## src/rtl/sumador_pipe_nb_if.sv

```systemverilog
// Operand/result bundle of the pipelined adder/subtractor.
// Latency: none (wires only); the adder adds STAGES cycles.
// Backpressure: stall travels with the operands and freezes the whole pipe.
//
// Port summary:
//   master : drives in_valid, stall, op_sub, a, b, ci; observes results
//   slave  : the adder; consumes operands, drives out_valid, sum, co, ovf, zero, neg
interface sumador_pipe_nb_if #(
    parameter int N = 32
);
    logic         in_valid;
    logic         stall;
    logic         op_sub;
    logic [N-1:0] a;
    logic [N-1:0] b;
    logic         ci;

    logic         out_valid;
    logic [N-1:0] sum;
    logic         co;
    logic         ovf;
    logic         zero;
    logic         neg;

    modport master (
        output in_valid, stall, op_sub, a, b, ci,
        input  out_valid, sum, co, ovf, zero, neg
    );

    modport slave (
        input  in_valid, stall, op_sub, a, b, ci,
        output out_valid, sum, co, ovf, zero, neg
    );
endinterface

```

## src/rtl/sumador_pipe_nb.sv

```systemverilog
// Pipelined N-bit adder/subtractor; each stage adds one CHUNK-wide slice.
// Latency: exactly STAGES cycles from accepting edge to out_valid.
// Backpressure: stall=1 freezes every register; in_valid is dropped while stalled.
//
// Ports:
//   clk  : rising-edge clock
//   rst  : synchronous active-high clear of all registers (wins over stall)
//   bus  : slave side of sumador_pipe_nb_if (operands in, result + flags out)
module sumador_pipe_nb #(
    parameter int N      = 32,
    parameter int STAGES = 4
) (
    input  logic              clk,
    input  logic              rst,
    sumador_pipe_nb_if.slave  bus
);
    localparam int CHUNK = N / STAGES;
    localparam int LAST  = STAGES - 1;

    // Subtraction is a + ~b + 1, so the +1 rides in as the stage-0 carry.
    logic [N-1:0] bb;
    logic         c0;
    assign bb = bus.op_sub ? ~bus.b : bus.b;
    assign c0 = bus.op_sub | bus.ci;

    // Each stage works on one word laid out as {b_remaining, a_remaining, sum_done}:
    //   [LO-1:0]      finished low sum chunks (deskew)
    //   [N-1:LO]      a bits not yet added (skew)
    //   [2N-LO-1:N]   b bits not yet added (skew)
    // Stage k replaces a-chunk k with its sum and drops b-chunk k, so the word
    // shrinks by CHUNK bits per stage and is exactly the N-bit result at the end.
    for (genvar k = 0; k < STAGES; k++) begin : g_st
        localparam int LO = k * CHUNK;
        localparam int WI = 2 * N - LO;

        logic [WI-1:0]       w_in;
        logic [WI-CHUNK-1:0] w_nxt;
        logic                cin;
        logic                vin;
        logic [CHUNK:0]      csum;
        logic [N-1:0]        sum_n;

        if (k == 0) begin : g_src
            assign w_in = {bb, bus.a};
            assign cin  = c0;
            assign vin  = bus.in_valid;
        end else begin : g_src
            logic [WI-1:0] w_q;
            logic          c_q;
            logic          v_q;

            always_ff @(posedge clk) begin
                if (rst) begin
                    w_q <= '0;
                    c_q <= 1'b0;
                    v_q <= 1'b0;
                end else if (!bus.stall) begin
                    w_q <= g_st[k-1].w_nxt;
                    c_q <= g_st[k-1].csum[CHUNK];
                    v_q <= g_st[k-1].vin;
                end
            end

            assign w_in = w_q;
            assign cin  = c_q;
            assign vin  = v_q;
        end

        assign csum = {1'b0, w_in[LO +: CHUNK]} + {1'b0, w_in[N +: CHUNK]}
                    + {{CHUNK{1'b0}}, cin};

        always_comb begin
            sum_n               = w_in[N-1:0];
            sum_n[LO +: CHUNK]  = csum[CHUNK-1:0];
        end

        if (k == STAGES - 1) begin : g_nxt
            assign w_nxt = sum_n;
        end else begin : g_nxt
            assign w_nxt = {w_in[WI-1:N+CHUNK], sum_n};
        end
    end

    // Carry into bit N-1 is recovered as a^b^s on the MSB of the last chunk.
    logic ovf_d;
    assign ovf_d = g_st[LAST].w_in[N-1] ^ g_st[LAST].w_in[N+CHUNK-1]
                 ^ g_st[LAST].csum[CHUNK-1] ^ g_st[LAST].csum[CHUNK];

    logic         out_valid_q;
    logic [N-1:0] sum_q;
    logic         co_q;
    logic         ovf_q;
    logic         zero_q;
    logic         neg_q;

    always_ff @(posedge clk) begin
        if (rst) begin
            out_valid_q <= 1'b0;
            sum_q       <= '0;
            co_q        <= 1'b0;
            ovf_q       <= 1'b0;
            zero_q      <= 1'b0;
            neg_q       <= 1'b0;
        end else if (!bus.stall) begin
            out_valid_q <= g_st[LAST].vin;
            sum_q       <= g_st[LAST].w_nxt;
            co_q        <= g_st[LAST].csum[CHUNK];
            ovf_q       <= ovf_d;
            zero_q      <= ~|g_st[LAST].w_nxt;
            neg_q       <= g_st[LAST].w_nxt[N-1];
        end
    end

    assign bus.out_valid = out_valid_q;
    assign bus.sum       = sum_q;
    assign bus.co        = co_q;
    assign bus.ovf       = ovf_q;
    assign bus.zero      = zero_q;
    assign bus.neg       = neg_q;
endmodule

```

## src/flat_wrapper.sv

```systemverilog
// flat-port wrapper written by rule: the top's interface ports become plain ports
module sumador_pipe_nb_flat 
#(
    parameter int N      = 32,
    parameter int STAGES = 4
)
  (clk, rst, bus_in_valid, bus_stall, bus_op_sub, bus_a, bus_b, bus_ci, bus_out_valid, bus_sum, bus_co, bus_ovf, bus_zero, bus_neg);
  sumador_pipe_nb_if #(.N(N)) bus_i ();
  input  logic clk;
  input  logic rst;
  input wire logic [$bits(bus_i.in_valid)-1:0] bus_in_valid;
  input wire logic [$bits(bus_i.stall)-1:0] bus_stall;
  input wire logic [$bits(bus_i.op_sub)-1:0] bus_op_sub;
  input wire logic [$bits(bus_i.a)-1:0] bus_a;
  input wire logic [$bits(bus_i.b)-1:0] bus_b;
  input wire logic [$bits(bus_i.ci)-1:0] bus_ci;
  output wire logic [$bits(bus_i.out_valid)-1:0] bus_out_valid;
  output wire logic [$bits(bus_i.sum)-1:0] bus_sum;
  output wire logic [$bits(bus_i.co)-1:0] bus_co;
  output wire logic [$bits(bus_i.ovf)-1:0] bus_ovf;
  output wire logic [$bits(bus_i.zero)-1:0] bus_zero;
  output wire logic [$bits(bus_i.neg)-1:0] bus_neg;
  assign bus_i.in_valid = bus_in_valid;
  assign bus_i.stall = bus_stall;
  assign bus_i.op_sub = bus_op_sub;
  assign bus_i.a = bus_a;
  assign bus_i.b = bus_b;
  assign bus_i.ci = bus_ci;
  assign bus_out_valid = bus_i.out_valid;
  assign bus_sum = bus_i.sum;
  assign bus_co = bus_i.co;
  assign bus_ovf = bus_i.ovf;
  assign bus_zero = bus_i.zero;
  assign bus_neg = bus_i.neg;
  sumador_pipe_nb #(.N(N), .STAGES(STAGES)) u_core (.clk(clk), .rst(rst), .bus(bus_i));
endmodule
```

## config.mk

```make
export PLATFORM = sky130hd
export DESIGN_NAME = sumador_pipe_nb_flat
export DESIGN_NICKNAME = d
export VERILOG_FILES = /design/src/rtl/sumador_pipe_nb_if.sv /design/src/rtl/sumador_pipe_nb.sv /design/src/flat_wrapper.sv
export SDC_FILE = /design/constraint.sdc
export NUM_CORES = 1
export LEC_CHECK = 0
export ABC_CLOCK_PERIOD_IN_PS = 3000
export BUFFER_PORTS_ARGS = -buffer_cell sky130_fd_sc_hd__buf_2
export CORE_UTILIZATION = 50
export CTS_CLUSTER_DIAMETER = 80
export DETAILED_ROUTE_END_ITERATION = 10
export HOLD_SLACK_MARGIN = 0.05
export PLACE_DENSITY = 0.71
export SYNTH_ARGS = -nofsm -noshare
export SYNTH_HDL_FRONTEND = slang
export SYNTH_SLANG_ARGS = --single-unit
```

## constraint.sdc

```tcl
create_clock -name clk -period 3 [get_ports clk]
set_clock_uncertainty 0.1 [all_clocks]
set_input_delay 0.15 -clock clk [delete_from_list [all_inputs] [get_ports clk]]
set_output_delay 0.15 -clock clk [all_outputs]
set_load 0.005 [all_outputs]
```

==> results.md <==
- Category of the most critical setup path: reg2reg
- Die extent in x: about 130 µm
- Fraction of layout instances using a drive strength above 1: 0.154
- Startpoint of the lowest-slack register-to-register path: u_core.g_st[3].cin
- Sequential share of the synthesized area: 0.463
- CP max stage cell: sky130_fd_sc_hd__or4_1
- Number of max-slew violations in the final report: 0
- Critical path startpoint: u_core.g_st[3].cin
- Tot GR Track Use: 0.207
- Ordered list of cells on the worst path: fa_2 -> fa_2 -> a211oi_2 -> nor2_1 -> xor2_1 -> or4_1 -> or4_4 -> a21oi_2
- Crit path launch type: register
- Mean instance size in the synthesized netlist: roughly 9.6 µm²
- Number of distinct standard cells referenced by the synthesized netlist: 39
- Clk slew on worst S/H paths: ~0.06 ns
- Via/cell ratio: roughly 5.0
- Number of placement rows: 45
- TNS Setup: 0 ns
- Cell type contributing the most total cell area after synthesis: sky130_fd_sc_hd__dfxtp_1
- Final WL: between 15 and 20 mm
- Nets: 1093
- Number of setup violations in the final report: 0
- Number of cells produced by synthesis: approximately 840
- Netlist area before placement: approximately 0.008 mm²
- Slew of the pin with the lowest slew margin: 0.834 ns
- Power Density: 558 mW/mm²
- Count of synthesis-stage warnings from yosys: 0
- Top cell family by delay on the critical path: simple AND/OR/NAND/NOR gates
- Status: complete, no violations
- Most area-consuming cells after synthesis: sky130_fd_sc_hd__dfxtp_1 (46%), sky130_fd_sc_hd__mux2i_1 (17%), sky130_fd_sc_hd__nor2_1 (10%)
- Number of vias after detailed routing: between 6000 and 7000
- Most used flip-flop cell after synthesis: sky130_fd_sc_hd__dfxtp_1
- Floorplan core area: 0.0154 mm²
- Ys async rst share: 0
- Global route overflow: 0
- Achievable Freq: about 340 MHz
- Detailed-placement wirelength estimate: approximately 11 mm
- Most frequent CP cell: sky130_fd_sc_hd__fa_2
- Hold worst-path end: u_core.g_st[2].g_src.w_q[20]
- TritonCTS clock tree: yes
- CTS root buf: sky130_fd_sc_hd__clkbuf_16
- Clk_lat worst skew: between 0.4 and 0.5 ns
- Filler cell count in the final layout: 1311
- Max Buffers Root-to-Sink: 2
- Area enclosed by the die boundary: about 0.017 mm²
- Hold violation count in the final report: 0
- # IOs: between 100 and 150
- Count of H-tree levels built during CTS: 4
- Crit path capture type: register
- Starting utilization of the core area: 0.521
- Vias in the first global route: ~5600
- Number of detailed-routing iterations run before antenna repair: 4
- Final Wtd Congestion: just over 0.8
- Data arrival time of the worst path: about 3.2 ns
- Die Span Y: roughly 130 µm
- Hold Crit Start: rst
- Highest-count cells in the layout ignoring fill and taps: sky130_fd_sc_hd__nor2_1 (215), sky130_fd_sc_hd__dfxtp_1 (186), sky130_fd_sc_hd__mux2i_1 (140)
- Worst slew margin: 0.444
- Depth of the worst register-to-register path: 8
- Footprint of the multi-input gates: ~0.004 mm²
- Number of sinks handled by clock tree synthesis: between 150 and 200
- Synth-to-layout area growth: 24.4%
- DRC Markers: 0
- Internal reg-to-reg setup slack: 0.09 ns
- Required time of the critical path: ~3.3 ns
- Leading cell type in the layout, fill and taps excluded: sky130_fd_sc_hd__nor2_1
- Area fraction of the dominant cell type after synthesis: 0.463
- Number of antenna violations at the first check in global routing: 0
- Cell depth of the worst hold path: 2
- Min Tclk post-route: between 2 and 3 ns
- Number of buffers added by the clock tree synthesis step: 17
- Post-route antenna net violation count: 0
- Wire length per cell after detailed routing: roughly 13 µm
- Largest stage delay on the critical path: around 0.5 ns
- Seq cells post-synth: about 190
- Critical path fanouts, max: 2
- Number of DRC markers in iteration 0: 278
- Class of the worst hold path: in2reg
- Post-route fraction of the period consumed by the critical path: 0.970
- Maximum number of pins on one net before global-route repair: between 100 and 150
- Sequential cell area: around 0.0037 mm²
- Max Cap Viol: 0
- Endpoint of the worst register-to-register path: u_core.bus.zero
- Global-route wire length before repair: around 27 mm
- WP buf/inv: 0
- Final worst hold slack: roughly 0.066 ns
- Max IR drop VDD: a little over 0.4 mV
- Number of nets in the synthesized netlist: about 950
- Leakage dissipation: 4.66 nW
- Number of I/O port buffers: ~110
- Post-synth EDFFs: 0
- Number of diodes: 0
[synthesized netlist by cell type (all sizes together) (4+ instances only)]
cell type and number:
nor2 215, dfxtp 186, mux2i 140, clkbuf 42
a21oi 41, xnor2 33, ha 28, nand2 21
xor2 18, a21o 17, nor3 13, buf 11
inv 10, fa 8, nor4 6, o22ai 6
a211oi 4, nand3 4, o21ai 4
[timing repair]
action / in CTS / in global routing
endpoints found under the setup margin: 0 / 1
hold buffers: 65 / 0
gates resized for setup: 0 / 4
setup buffers: 0 / 2
hold endpoints to repair: 49 / 0
[cells by family after synthesis]
group	Yosys count	share of synthesized area
AOI/OAI and AO/OA	89	0.0704
xor gates and xnor gates	51	0.0556
adders and majority gates	36	0.0635
buffers and inverters	63	0.0311
DFF	186	0.463
muxes	140	0.174
and+or+nand+nor	276	0.141
[worst max-delay path by stage]
stage	slack, ns	to	cells after the start
after CTS	0.07	u_core.bus.zero	8
after global routing	-0.03	u_core.bus.zero	8
after floorplan	0.05	u_core.g_st[1].g_src.w_q[6]	11
after global placement	0.14	u_core.bus.zero	8
final	0.09	u_core.bus.zero	8
after detailed placement	0.11	u_core.bus.zero	8
[layer usage]
metal | track usage | vias up | wire length [µm]
met4 | 0.0734 | 0 | 181
li1 | - | 3158 | -
met1 | 0.289 | 2753 | 8480
met5 | 0 | - | 0
met3 | 0.0395 | 11 | 443
met2 | 0.321 | 96 | 7190
[where the power goes]
part / leakage (nW) / switching (mW) / internal [mW] / total [mW]
Clock: 0.294 / 0.927 / 1.32 / 2.25
Combinational: 2.85 / 0.331 / 0.344 / 0.676
Sequential: 1.52 / 0.0716 / 2.58 / 2.65
[worst register-to-register path, stage by stage (launching register included)]
cell,delay (ns)
sky130_fd_sc_hd__dfxtp_1,0.33
sky130_fd_sc_hd__fa_2,0.42
sky130_fd_sc_hd__fa_2,0.42
sky130_fd_sc_hd__a211oi_2,0.28
sky130_fd_sc_hd__nor2_1,0.08
sky130_fd_sc_hd__xor2_1,0.15
sky130_fd_sc_hd__or4_1,0.51
sky130_fd_sc_hd__or4_4,0.43
sky130_fd_sc_hd__a21oi_2,0.12
[per-stage QoR]
step | cells | power (mW) | instance area, µm² | utilization | setup slack [ns]
floorplan | 841 | 3.14 | 8050 | - | 0.0475
global placement | 1112 | 3.29 | 8710 | 0.565 | 0.144
detailed placement | 1112 | 3.30 | 8710 | 0.565 | 0.111
CTS | 1209 | 5.61 | 9960 | 0.646 | 0.0697
global route | 1211 | 5.81 | 9990 | 0.648 | -0.0263
finish | 1211 | 5.58 | 9990 | 0.648 | 0.0910
[registers in the layout, summed over array words and instances, names as in the netlist]
name / cells
u_core.bus.ovf: 1
u_core.g_st.cin: 3
u_core.bus.zero: 1
u_core.bus.sum: 31
u_core.g_st.g_src.w_q: 144
u_core.bus.out_valid: 1
u_core.bus.neg: 1
u_core.bus.co: 1
u_core.g_st.g_src.v_q: 3
[cell type report]
class,count,area share
multi-input cells,592,0.408
flip-flops and latches,186,0.373
clock inverters,9,0.0113
inverters,10,0.00376
well taps,211,0.0264
clock buffers,23,0.0488
repair buffers,180,0.129
(Power assumes the default switching activity.)
